`src/rtl/spi_cmd_ctrl.sv`:
```
// Command sequencer between the SPI slave receive FIFO and the register bus.
// Parses {rw, addr} command bytes (plus a data byte for writes) into single-cycle bus strobes.
module spi_cmd_ctrl #(
  parameter int unsigned ADDR_WIDTH     = 7,
  parameter int unsigned TIMEOUT_CYCLES = 1000000,
  parameter int unsigned TO_WIDTH       = 20
) (
  input  logic                  clock,
  input  logic                  reset,
  input  logic [7:0]            fifo_data,
  input  logic                  fifo_empty,
  output logic                  fifo_rd_en,
  output logic [ADDR_WIDTH-1:0] reg_addr,
  output logic [7:0]            reg_wdata,
  output logic                  reg_we,
  output logic                  reg_re,
  input  logic [7:0]            reg_rdata,
  output logic [7:0]            tx_data,
  output logic                  frame_err,
  output logic [15:0]           frame_count
);

  localparam int unsigned BYTE_W = 8;
  localparam int unsigned CNT_W  = 16;
  localparam logic [TO_WIDTH-1:0] TO_LAST = TO_WIDTH'(TIMEOUT_CYCLES - 1);
  localparam logic [BYTE_W-1:0]   TX_IDLE = 8'hA5;

  typedef enum logic [2:0] {
    IDLE,
    CMD_WAIT,
    DECODE,
    RD_WAIT,
    DATA_POLL,
    DATA_WAIT,
    WRITE
  } state_t;

  state_t              state;
  logic [BYTE_W-1:0]   cmd;
  logic [TO_WIDTH-1:0] to_cnt;

  // Frame sequencer; strobes default low so each is a one-cycle pulse.
  always_ff @(posedge clock or posedge reset) begin
    if (reset) begin
      state       <= IDLE;
      cmd         <= '0;
      to_cnt      <= '0;
      fifo_rd_en  <= 1'b0;
      reg_we      <= 1'b0;
      reg_re      <= 1'b0;
      reg_addr    <= '0;
      reg_wdata   <= '0;
      tx_data     <= TX_IDLE;
      frame_err   <= 1'b0;
      frame_count <= '0;
    end else begin
      fifo_rd_en <= 1'b0;
      reg_we     <= 1'b0;
      reg_re     <= 1'b0;
      case (state)
        IDLE: begin
          if (!fifo_empty) begin
            fifo_rd_en <= 1'b1;
            state      <= CMD_WAIT;
          end
        end
        CMD_WAIT: begin
          cmd   <= fifo_data;
          state <= DECODE;
        end
        DECODE: begin
          if (!cmd[BYTE_W-1]) begin
            reg_addr <= cmd[ADDR_WIDTH-1:0];
            reg_re   <= 1'b1;
            state    <= RD_WAIT;
          end else begin
            to_cnt <= '0;
            state  <= DATA_POLL;
          end
        end
        RD_WAIT: begin
          tx_data     <= reg_rdata;
          frame_count <= frame_count + CNT_W'(1);
          state       <= IDLE;
        end
        DATA_POLL: begin
          if (!fifo_empty) begin
            fifo_rd_en <= 1'b1;
            to_cnt     <= '0;
            state      <= DATA_WAIT;
          end else if (to_cnt == TO_LAST) begin
            // Data byte never arrived: drop the command without touching the bus.
            frame_err <= 1'b1;
            state     <= IDLE;
          end else begin
            to_cnt <= to_cnt + TO_WIDTH'(1);
          end
        end
        DATA_WAIT: begin
          reg_wdata <= fifo_data;
          reg_addr  <= cmd[ADDR_WIDTH-1:0];
          state     <= WRITE;
        end
        WRITE: begin
          reg_we      <= 1'b1;
          tx_data     <= reg_wdata;
          frame_count <= frame_count + CNT_W'(1);
          state       <= IDLE;
        end
        default: state <= IDLE;
      endcase
    end
  end

endmodule

```
`config.mk`:
```
export PLATFORM = sky130hd
export DESIGN_NAME = spi_cmd_ctrl
export DESIGN_NICKNAME = d
export VERILOG_FILES = /design/src/rtl/spi_cmd_ctrl.sv
export SDC_FILE = /design/constraint.sdc
export NUM_CORES = 1
export LEC_CHECK = 0
export BUFFER_PORTS_ARGS = -buffer_cell sky130_fd_sc_hd__buf_2
export CAP_MARGIN = 5
export CORE_UTILIZATION = 35
export CTS_CLUSTER_SIZE = 24
export DETAILED_ROUTE_END_ITERATION = 10
export SLEW_MARGIN = 5
export SYNTH_ARGS = -nofsm -noshare
export SYNTH_HDL_FRONTEND = slang
export SYNTH_SLANG_ARGS = --single-unit
```
`constraint.sdc`:
```
create_clock -name clock -period 2.3 [get_ports clock]
set_input_delay 0.46 -clock clock [delete_from_list [all_inputs] [get_ports clock]]
set_output_delay 0.46 -clock clock [all_outputs]
set_load 0.01 [all_outputs]
```
==> impl_results.md, run 1 <==
* Ranking of synthesized cells by instance count: sky130_fd_sc_hd__dfrtp_1, sky130_fd_sc_hd__nand2_1, sky130_fd_sc_hd__mux2_2, sky130_fd_sc_hd__nand3_1, sky130_fd_sc_hd__nor2_1
* R2r startpoint: to_cnt[10]
* RSZ-0062 raised after global routing: no
* Aggregate global-route resource usage at 0.148
* Area leader, netlist: sky130_fd_sc_hd__dfrtp_1
* Top cell type's share of synthesized area at 0.518
* Slew Limit Fails at 0
* Crit path time final at ~2.1 ns
* Setup violators final at 0
* Number of buffers between clock root and the deepest sink at 2
* Final standard cell count with taps included and fillers excluded at 503
* Antenna viol nets, final at 0
* Critical path capture point type: register
* Number of antenna violations at the first check in global routing at 0
* Post-route cell area at between 4000 and 5000 um2
* Routed WL at 6.81 mm
* Fraction of layout instances using a drive strength above 1 at 0.329
* H-tree depth at 3
* Number of hold-slack violations in the final timing report at 0
* Number of design rule violations left after detail routing at 0
* Clock tree from TritonCTS: built
* Number of primary I/O pins at 62
* Placed cell count at between 400 and 500
* Growth of design area from synthesis to finish at 20.8%
* Hold Slack at 0.124 ns
* Root Driver: sky130_fd_sc_hd__clkbuf_8
* First-pass GRT wire length at about 12 mm
* First-pass iteration count of the detailed router at 4
* Remaining global-route overflow at 0
* Area of the mapped netlist at 3380 um2
* Power density cells at 1090 nW/um2
* Worst min path class: in -> async
* Min setup slack post-route at between 0.15 and 0.2 ns
* Outcome: finished, final reports clean
* Buffers inserted during post-CTS setup optimization at 0
* Mean Syn Cell Area at about 11 um2
* Post-DR wirelength/cell at 13.5 um
* Proportion of synthesized flip-flops having asynchronous set or reset at 1.00
* Area occupied by registers at approximately 1900 um2
* Height of the chip at 100 um
* Core box area at 9280 um2
* Row count at 35
* Transition at the pin with the smallest max-transition slack at 0.756 ns
* Sort of element at the start of the critical path: register
* Beginning of the critical path: to_cnt[10]
* Initial standard-cell utilization of the core at 0.364
* Max-slew headroom at the worst pin at 0.496
* Number of nets in the layout at 390
* Maximum fanout count along the critical path at 16
* Count of maximum capacitance violations at 0
* Ant diodes at 0
* CP Data Required Time at between 2 and 3 ns
* Seq/Total Area, Yosys at 0.549
* Ys flop type: sky130_fd_sc_hd__dfrtp_1
* Placement Cell Area at between 3000 and 4000 um2
* Count of flip-flops with a built-in enable after synthesis at 0
* Via Count at between 2,000 and 2,500
* Number of vias per cell at approximately 5
* Cts repair resizes at 0
* Via count of the first global-routing pass at roughly 2,400
* Hold buffer count at CTS at 0
* Number of register bits inferred by synthesis at 74
* Multi-input gate area in the final layout at around 1400 um2
* Unique masters post-synth at 42
* Highest clock rate at between 400 and 500 MHz
* Clock-pin transition on the worst setup and hold timing paths at about 0.080 ns
* Global placement routability congestion at about 0.82
* Post-Route Setup TNS at 0 ns
* Horizontal extent of the die at between 100 and 150 um
* Post-synthesis cell count at roughly 300
* HPWL after detailed placement at between 4 and 5 mm
* Die outline area at between 10,000 and 15,000 um2
* Top area cells in the synthesized netlist: sky130_fd_sc_hd__dfrtp_1, sky130_fd_sc_hd__mux2_2, sky130_fd_sc_hd__dfstp_2
* Post-synth net total at around 320
* Total of fill cells in the finished design at ~910
* Synthesis warning total at 0
* P_leak at roughly 1.9 nW
* Number of violations reported at the end of detailed-routing iteration 0 at roughly 100
* Post-placement worst setup slack at 0.175 ns
* Critical Setup Path Class: reg -> reg
* Port Buf Inserts at 61
* Dominant cell by count in the synthesized netlist: sky130_fd_sc_hd__dfrtp_1
* Post-route fraction of the period consumed by the critical path at 0.925
* Maximum number of pins on one net before global-route repair at 44
* Total clock buffers created by CTS at 9
* Clock insertion delay at the later pin of the skew report at roughly 0.35 ns
* Peak supply drop at about 0.00033 V
* Sink Count at 74
* Worst Clk Skew at around 0.011 ns
* WP data arrival at 2.38 ns
-- sequential cells by signal (all words and copies together), names as in the netlist, 3 cells and up --
signal and cells:
tx_data 8, to_cnt 20, reg_addr 7, frame_count 16, reg_wdata 8, cmd 8, state 3
-- path summary, 6_finish.rpt --
kind / end / slack, ns / cells after the start
setup / recovery: to_cnt[13] / 0.17 / 5
hold / removal: reg_we / 0.12 / 2
setup reg to reg: to_cnt[13] / 0.17 / 5
hold reg to reg: frame_err / 0.46 / 2
max in group asynchronous: tx_data[0] / 1.60 / 3
min in group clock: fifo_rd_en / 0.35 / 2
-- power breakdown --
group          internal [mW]  switching [mW]
clock                  0.542           0.505
sequential              1.72           0.280
combinational          0.670           0.728
total                   2.93            1.51
-- per-layer routing --
| metal | vias up | track usage | routed length, um |
|---|---|---|---|
| met5 | - | 0 | 0 |
| met4 | 0 | 0.0736 | 121 |
| met3 | 11 | 0.0258 | 174 |
| met2 | 41 | 0.237 | 3230 |
| met1 | 1225 | 0.194 | 3280 |
| li1 | 1212 | - | - |
-- logic make-up (layout without fill, tap and decap cells) --
group,after synthesis,count (layout),share of synthesized area
mux,33,33,0.107
flops,74,74,0.549
simple gates,96,96,0.161
buf+inv,18,94,0.0248
xor+xnor,17,17,0.0440
compound gates,58,58,0.107
fa+ha+maj,2,2,0.00740
-- cell type report --
cell class                      count  share of cell area
Tap cell                          129              0.0395
Clock inverter                      6              0.0178
Timing Repair Buffer               69              0.0925
Clock buffer                       10              0.0337
Inverter                            9             0.00919
Multi-Input combinational cell    206               0.353
Sequential cell                    74               0.455
-- placed cells by master, fill, tap and decap left out, drive strengths merged, types with 4 or more instances in the layout --
cell type  netlist  routed
dfrtp           70      70
buf              3      69
nand2           27      27
mux2            24      24
o21ai           21      21
nor2            13      13
nand3           13      13
a31oi           11      11
clkbuf           6      10
inv              9      10
xnor2            9       9
mux2i            9       9
a21oi            9       9
xor2             8       8
nand2b           8       8
nand4            7       7
o31ai            6       6
a21o             5       5
and3             4       4
dfstp            4       4
nor4             4       4
-- per-stage QoR --
| step | utilization | total power [mW] |
|---|---|---|
| final | 0.440 | 4.44 |
| after global routing | 0.440 | 4.76 |
| after CTS | 0.440 | 4.51 |
| after detailed placement | 0.417 | 3.45 |
| after global placement | 0.417 | 3.41 |
| after floorplan | - | 2.93 |
-- critical path: stages (launching register included) --
cell                      delay, ns
sky130_fd_sc_hd__dfrtp_1       0.43
sky130_fd_sc_hd__or4b_4        0.56
sky130_fd_sc_hd__nor4_4        0.36
sky130_fd_sc_hd__a41o_2        0.47
sky130_fd_sc_hd__o21ai_1       0.14
sky130_fd_sc_hd__o31ai_1       0.08
No activity file was read; power rests on OpenSTA's default activity.
==> inputs of run 2 (changes only) <==
--- a/config.mk
+++ b/config.mk
@@ -7,9 +7,12 @@
 export LEC_CHECK = 0
 export BUFFER_PORTS_ARGS = -buffer_cell sky130_fd_sc_hd__buf_2
 export CAP_MARGIN = 5
+export CELL_PAD_IN_SITES_DETAIL_PLACEMENT = 1
+export CELL_PAD_IN_SITES_GLOBAL_PLACEMENT = 1
 export CORE_UTILIZATION = 35
 export CTS_CLUSTER_SIZE = 24
 export DETAILED_ROUTE_END_ITERATION = 10
+export PLACE_DENSITY_LB_ADDON = 0.1
 export SLEW_MARGIN = 5
 export SYNTH_ARGS = -nofsm -noshare
 export SYNTH_HDL_FRONTEND = slang
==> run 2 against run 1 <==
Power grew 3.6%. Die area is the same. Hold slack gained 0.084 ns. Combinational power is essentially flat. Non-clock buffer count grew 2. Setup slack gained 0.013 ns. Sequential power is essentially flat. Via count grew 0.36%. First-iteration DRC count shrank 28%. Maximum frequency grew 0.63%. Critical path depth is the same. Largest cell class unchanged.
==> impl_results.md, run 2 (synthesis results as in run 1) <==
* P_leak at 1.96 nW (was 1.94 nW)
* Cts repair resizes at 0 (unchanged)
* Number of vias per cell at 4.95 (about the same)
* Worst min path class: in -> async (unchanged)
* Outcome: finished, final reports clean (unchanged)
* Maximum number of pins on one net before global-route repair at 75 (was 44)
* Family with the most delay on the worst path: simple AND/OR/NAND/NOR gates (unchanged)
* HPWL after detailed placement at 5.37 mm (was 4.92 mm)
* Number of violations reported at the end of detailed-routing iteration 0 at 73 (was 102)
* Fraction of layout instances using a drive strength above 1 at 0.332 (was 0.329)
* Die outline area at 10,100 um2 (unchanged)
* Worst Clk Skew at 0.0138 ns (was 0.0114 ns)
* Top Registers: to_cnt x20, frame_count x16 (unchanged)
* WP data arrival at 2.38 ns (about the same)
* Port Buf Inserts at 61 (unchanged)
* Remaining global-route overflow at 0 (unchanged)
* Total clock buffers created by CTS at 9 (unchanged)
* Buffers inserted during post-CTS setup optimization at 0 (unchanged)
* First-pass GRT wire length at 13.4 mm (was 11.7 mm)
* Placed cell count at 489 (was 487)
* Post-route fraction of the period consumed by the critical path at 0.919 (was 0.925)
* Maximum fanout count along the critical path at 16 (unchanged)
* Sink Count at 74 (unchanged)
* Clock tree from TritonCTS: built (unchanged)
* Number of primary I/O pins at 62 (unchanged)
* Horizontal extent of the die at 100 um (unchanged)
* Number of design rule violations left after detail routing at 0 (unchanged)
* Number of flip-flops in the largest register at 20 (unchanged)
* Worst-case register-to-register setup slack at 0.19 ns (was 0.17 ns)
* Max-slew headroom at the worst pin at 0.496 (about the same)
* Largest Register: to_cnt (unchanged)
* Peak supply drop at 0.000434 V (was 0.000332 V)
* Final standard cell count with taps included and fillers excluded at 505 (was 503)
* Most common cell after layout, fill and taps aside: sky130_fd_sc_hd__dfrtp_1 (unchanged)
* Hold buffer count at CTS at 0 (unchanged)
* Routed WL at 7.62 mm (was 6.81 mm)
* Crit path time final at 2.11 ns (was 2.13 ns)
* Slowest cell on the critical path: sky130_fd_sc_hd__or3b_2 (was sky130_fd_sc_hd__or4b_4)
* Commonest cells after routing, fill and taps aside: sky130_fd_sc_hd__dfrtp_1, sky130_fd_sc_hd__buf_2, sky130_fd_sc_hd__nand2_1 (unchanged)
* Post-route cell area at 4120 um2 (was 4080 um2)
* CP Data Required Time at 2.56 ns (was 2.55 ns)
* Initial standard-cell utilization of the core at 0.364 (unchanged)
* Clock-pin transition on the worst setup and hold timing paths at 0.08 ns (about the same)
* Buffer and inverter count on the worst path at 0 (unchanged)
* Root Driver: sky130_fd_sc_hd__clkbuf_8 (unchanged)
* Core box area at 9280 um2 (unchanged)
* Count of maximum capacitance violations at 0 (unchanged)
* Post-DR wirelength/cell at 15.1 um (was 13.5 um)
* Number of buffers between clock root and the deepest sink at 2 (unchanged)
* Growth of design area from synthesis to finish at 21.9% (was 20.8%)
* Power density cells at 1120 nW/um2 (was 1090 nW/um2)
* H-tree depth at 3 (unchanged)
* Via count of the first global-routing pass at 2,537 (was 2,428)
* Global placement routability congestion at 0.714 (was 0.821)
* Clock insertion delay at the later pin of the skew report at 0.35 ns (about the same)
* Placement Cell Area at 3890 um2 (was 3870 um2)
* Aggregate global-route resource usage at 0.172 (was 0.148)
* Via Count at 2,498 (was 2,489)
* Critical Setup Path Class: reg -> reg (unchanged)
* Height of the chip at 100 um (unchanged)
* Slew Limit Fails at 0 (unchanged)
* Cells traversed along the worst timing path: or3b_2, nor4_4, a41o_2, o21ai_0, o21ai_0 (was or4b_4, nor4_4, a41o_2, o21ai_1, o31ai_1)
* Post-Route Setup TNS at 0 ns (unchanged)
* Row count at 35 (unchanged)
* Number of nets in the layout at 392 (was 390)
* Antenna viol nets, final at 0 (unchanged)
* Library cell appearing most often on the critical path: sky130_fd_sc_hd__o21ai_0
* Overall power of the completed layout at 4.60 mW (was 4.44 mW)
* Highest clock rate at 473 MHz (was 470 MHz)
* RSZ-0062 raised after global routing: no (unchanged)
* First-pass iteration count of the detailed router at 4 (unchanged)
* Ant diodes at 0 (unchanged)
* Setup violators final at 0 (unchanged)
* Critical path capture point type: register (unchanged)
* Number of hold-slack violations in the final timing report at 0 (unchanged)
* Delay of the slowest cell on the worst path at 0.52 ns (was 0.56 ns)
* Number of antenna violations at the first check in global routing at 0 (unchanged)
* Sort of element at the start of the critical path: register (unchanged)
* Transition at the pin with the smallest max-transition slack at 0.755 ns (was 0.756 ns)
==> run 2: cell types whose count changed in the layout (fill, tap and decap cells not counted), sizes merged <==
cell,before,now
bufinv,1,2
buf,69,71
clkinvlp,2,1
==> run 2: per-stage QoR <==
| step | hold slack, ns | util | worst slack, ns |
|---|---|---|---|
| floorplan | 0.443 | - | 0.335 |
| global route | 0.235 | 0.444 | 0.000815 |
| CTS | 0.223 | 0.444 | 0.170 |
| detailed placement | 0.463 | 0.419 | 0.170 |
| global placement | 0.456 | 0.419 | 0.227 |
| finish | 0.208 | 0.444 | 0.185 |
==> run 2: final cells by class <==
| class | instances | area, um2 |
|---|---|---|
| clock buffers | 10 | 138 |
| clock inverters | 6 | 95.1 |
| fillers | 1050 | 5160 |
| inverters | 9 | 37.5 |
| multi-input cells | 206 | 1440 |
| flip-flops and latches | 74 | 1860 |
| well taps | 129 | 161 |
| repair buffers | 71 | 393 |
==> run 2: where the power goes <==
| group | internal [mW] | leakage (nW) | switching (mW) |
|---|---|---|---|
| clock network | 0.652 | 0.117 | 0.519 |
| logic | 0.681 | 0.904 | 0.718 |
| registers | 1.72 | 0.943 | 0.315 |
==> run 2: routing by layer <==
metal,vias up,wire length (um),track usage,part of all wire
met5,-,0,0,0
met4,0,85,0.0569,0.011
met3,8,200,0.0334,0.026
met2,34,3510,0.260,0.46
met1,1241,3820,0.246,0.50
li1,1215,-,-,-
==> run 2: final timing paths <==
path                                 start               to  cells after the start
min in group clock              fifo_empty       fifo_rd_en                      2
min reg2reg                frame_count[15]  frame_count[15]                      1
max reg2reg                     to_cnt[13]        to_cnt[7]                      5
max in group asynchronous            reset       tx_data[2]                      3
max                             to_cnt[13]        to_cnt[7]                      5
min                                  reset       to_cnt[11]                      3
==> run 2: worst register-to-register path, cell delays in order, from the launching register on <==
cell                      delay [ns]
sky130_fd_sc_hd__dfrtp_1        0.44
sky130_fd_sc_hd__or3b_2         0.52
sky130_fd_sc_hd__nor4_4         0.39
sky130_fd_sc_hd__a41o_2         0.46
sky130_fd_sc_hd__o21ai_0        0.15
sky130_fd_sc_hd__o21ai_0        0.09
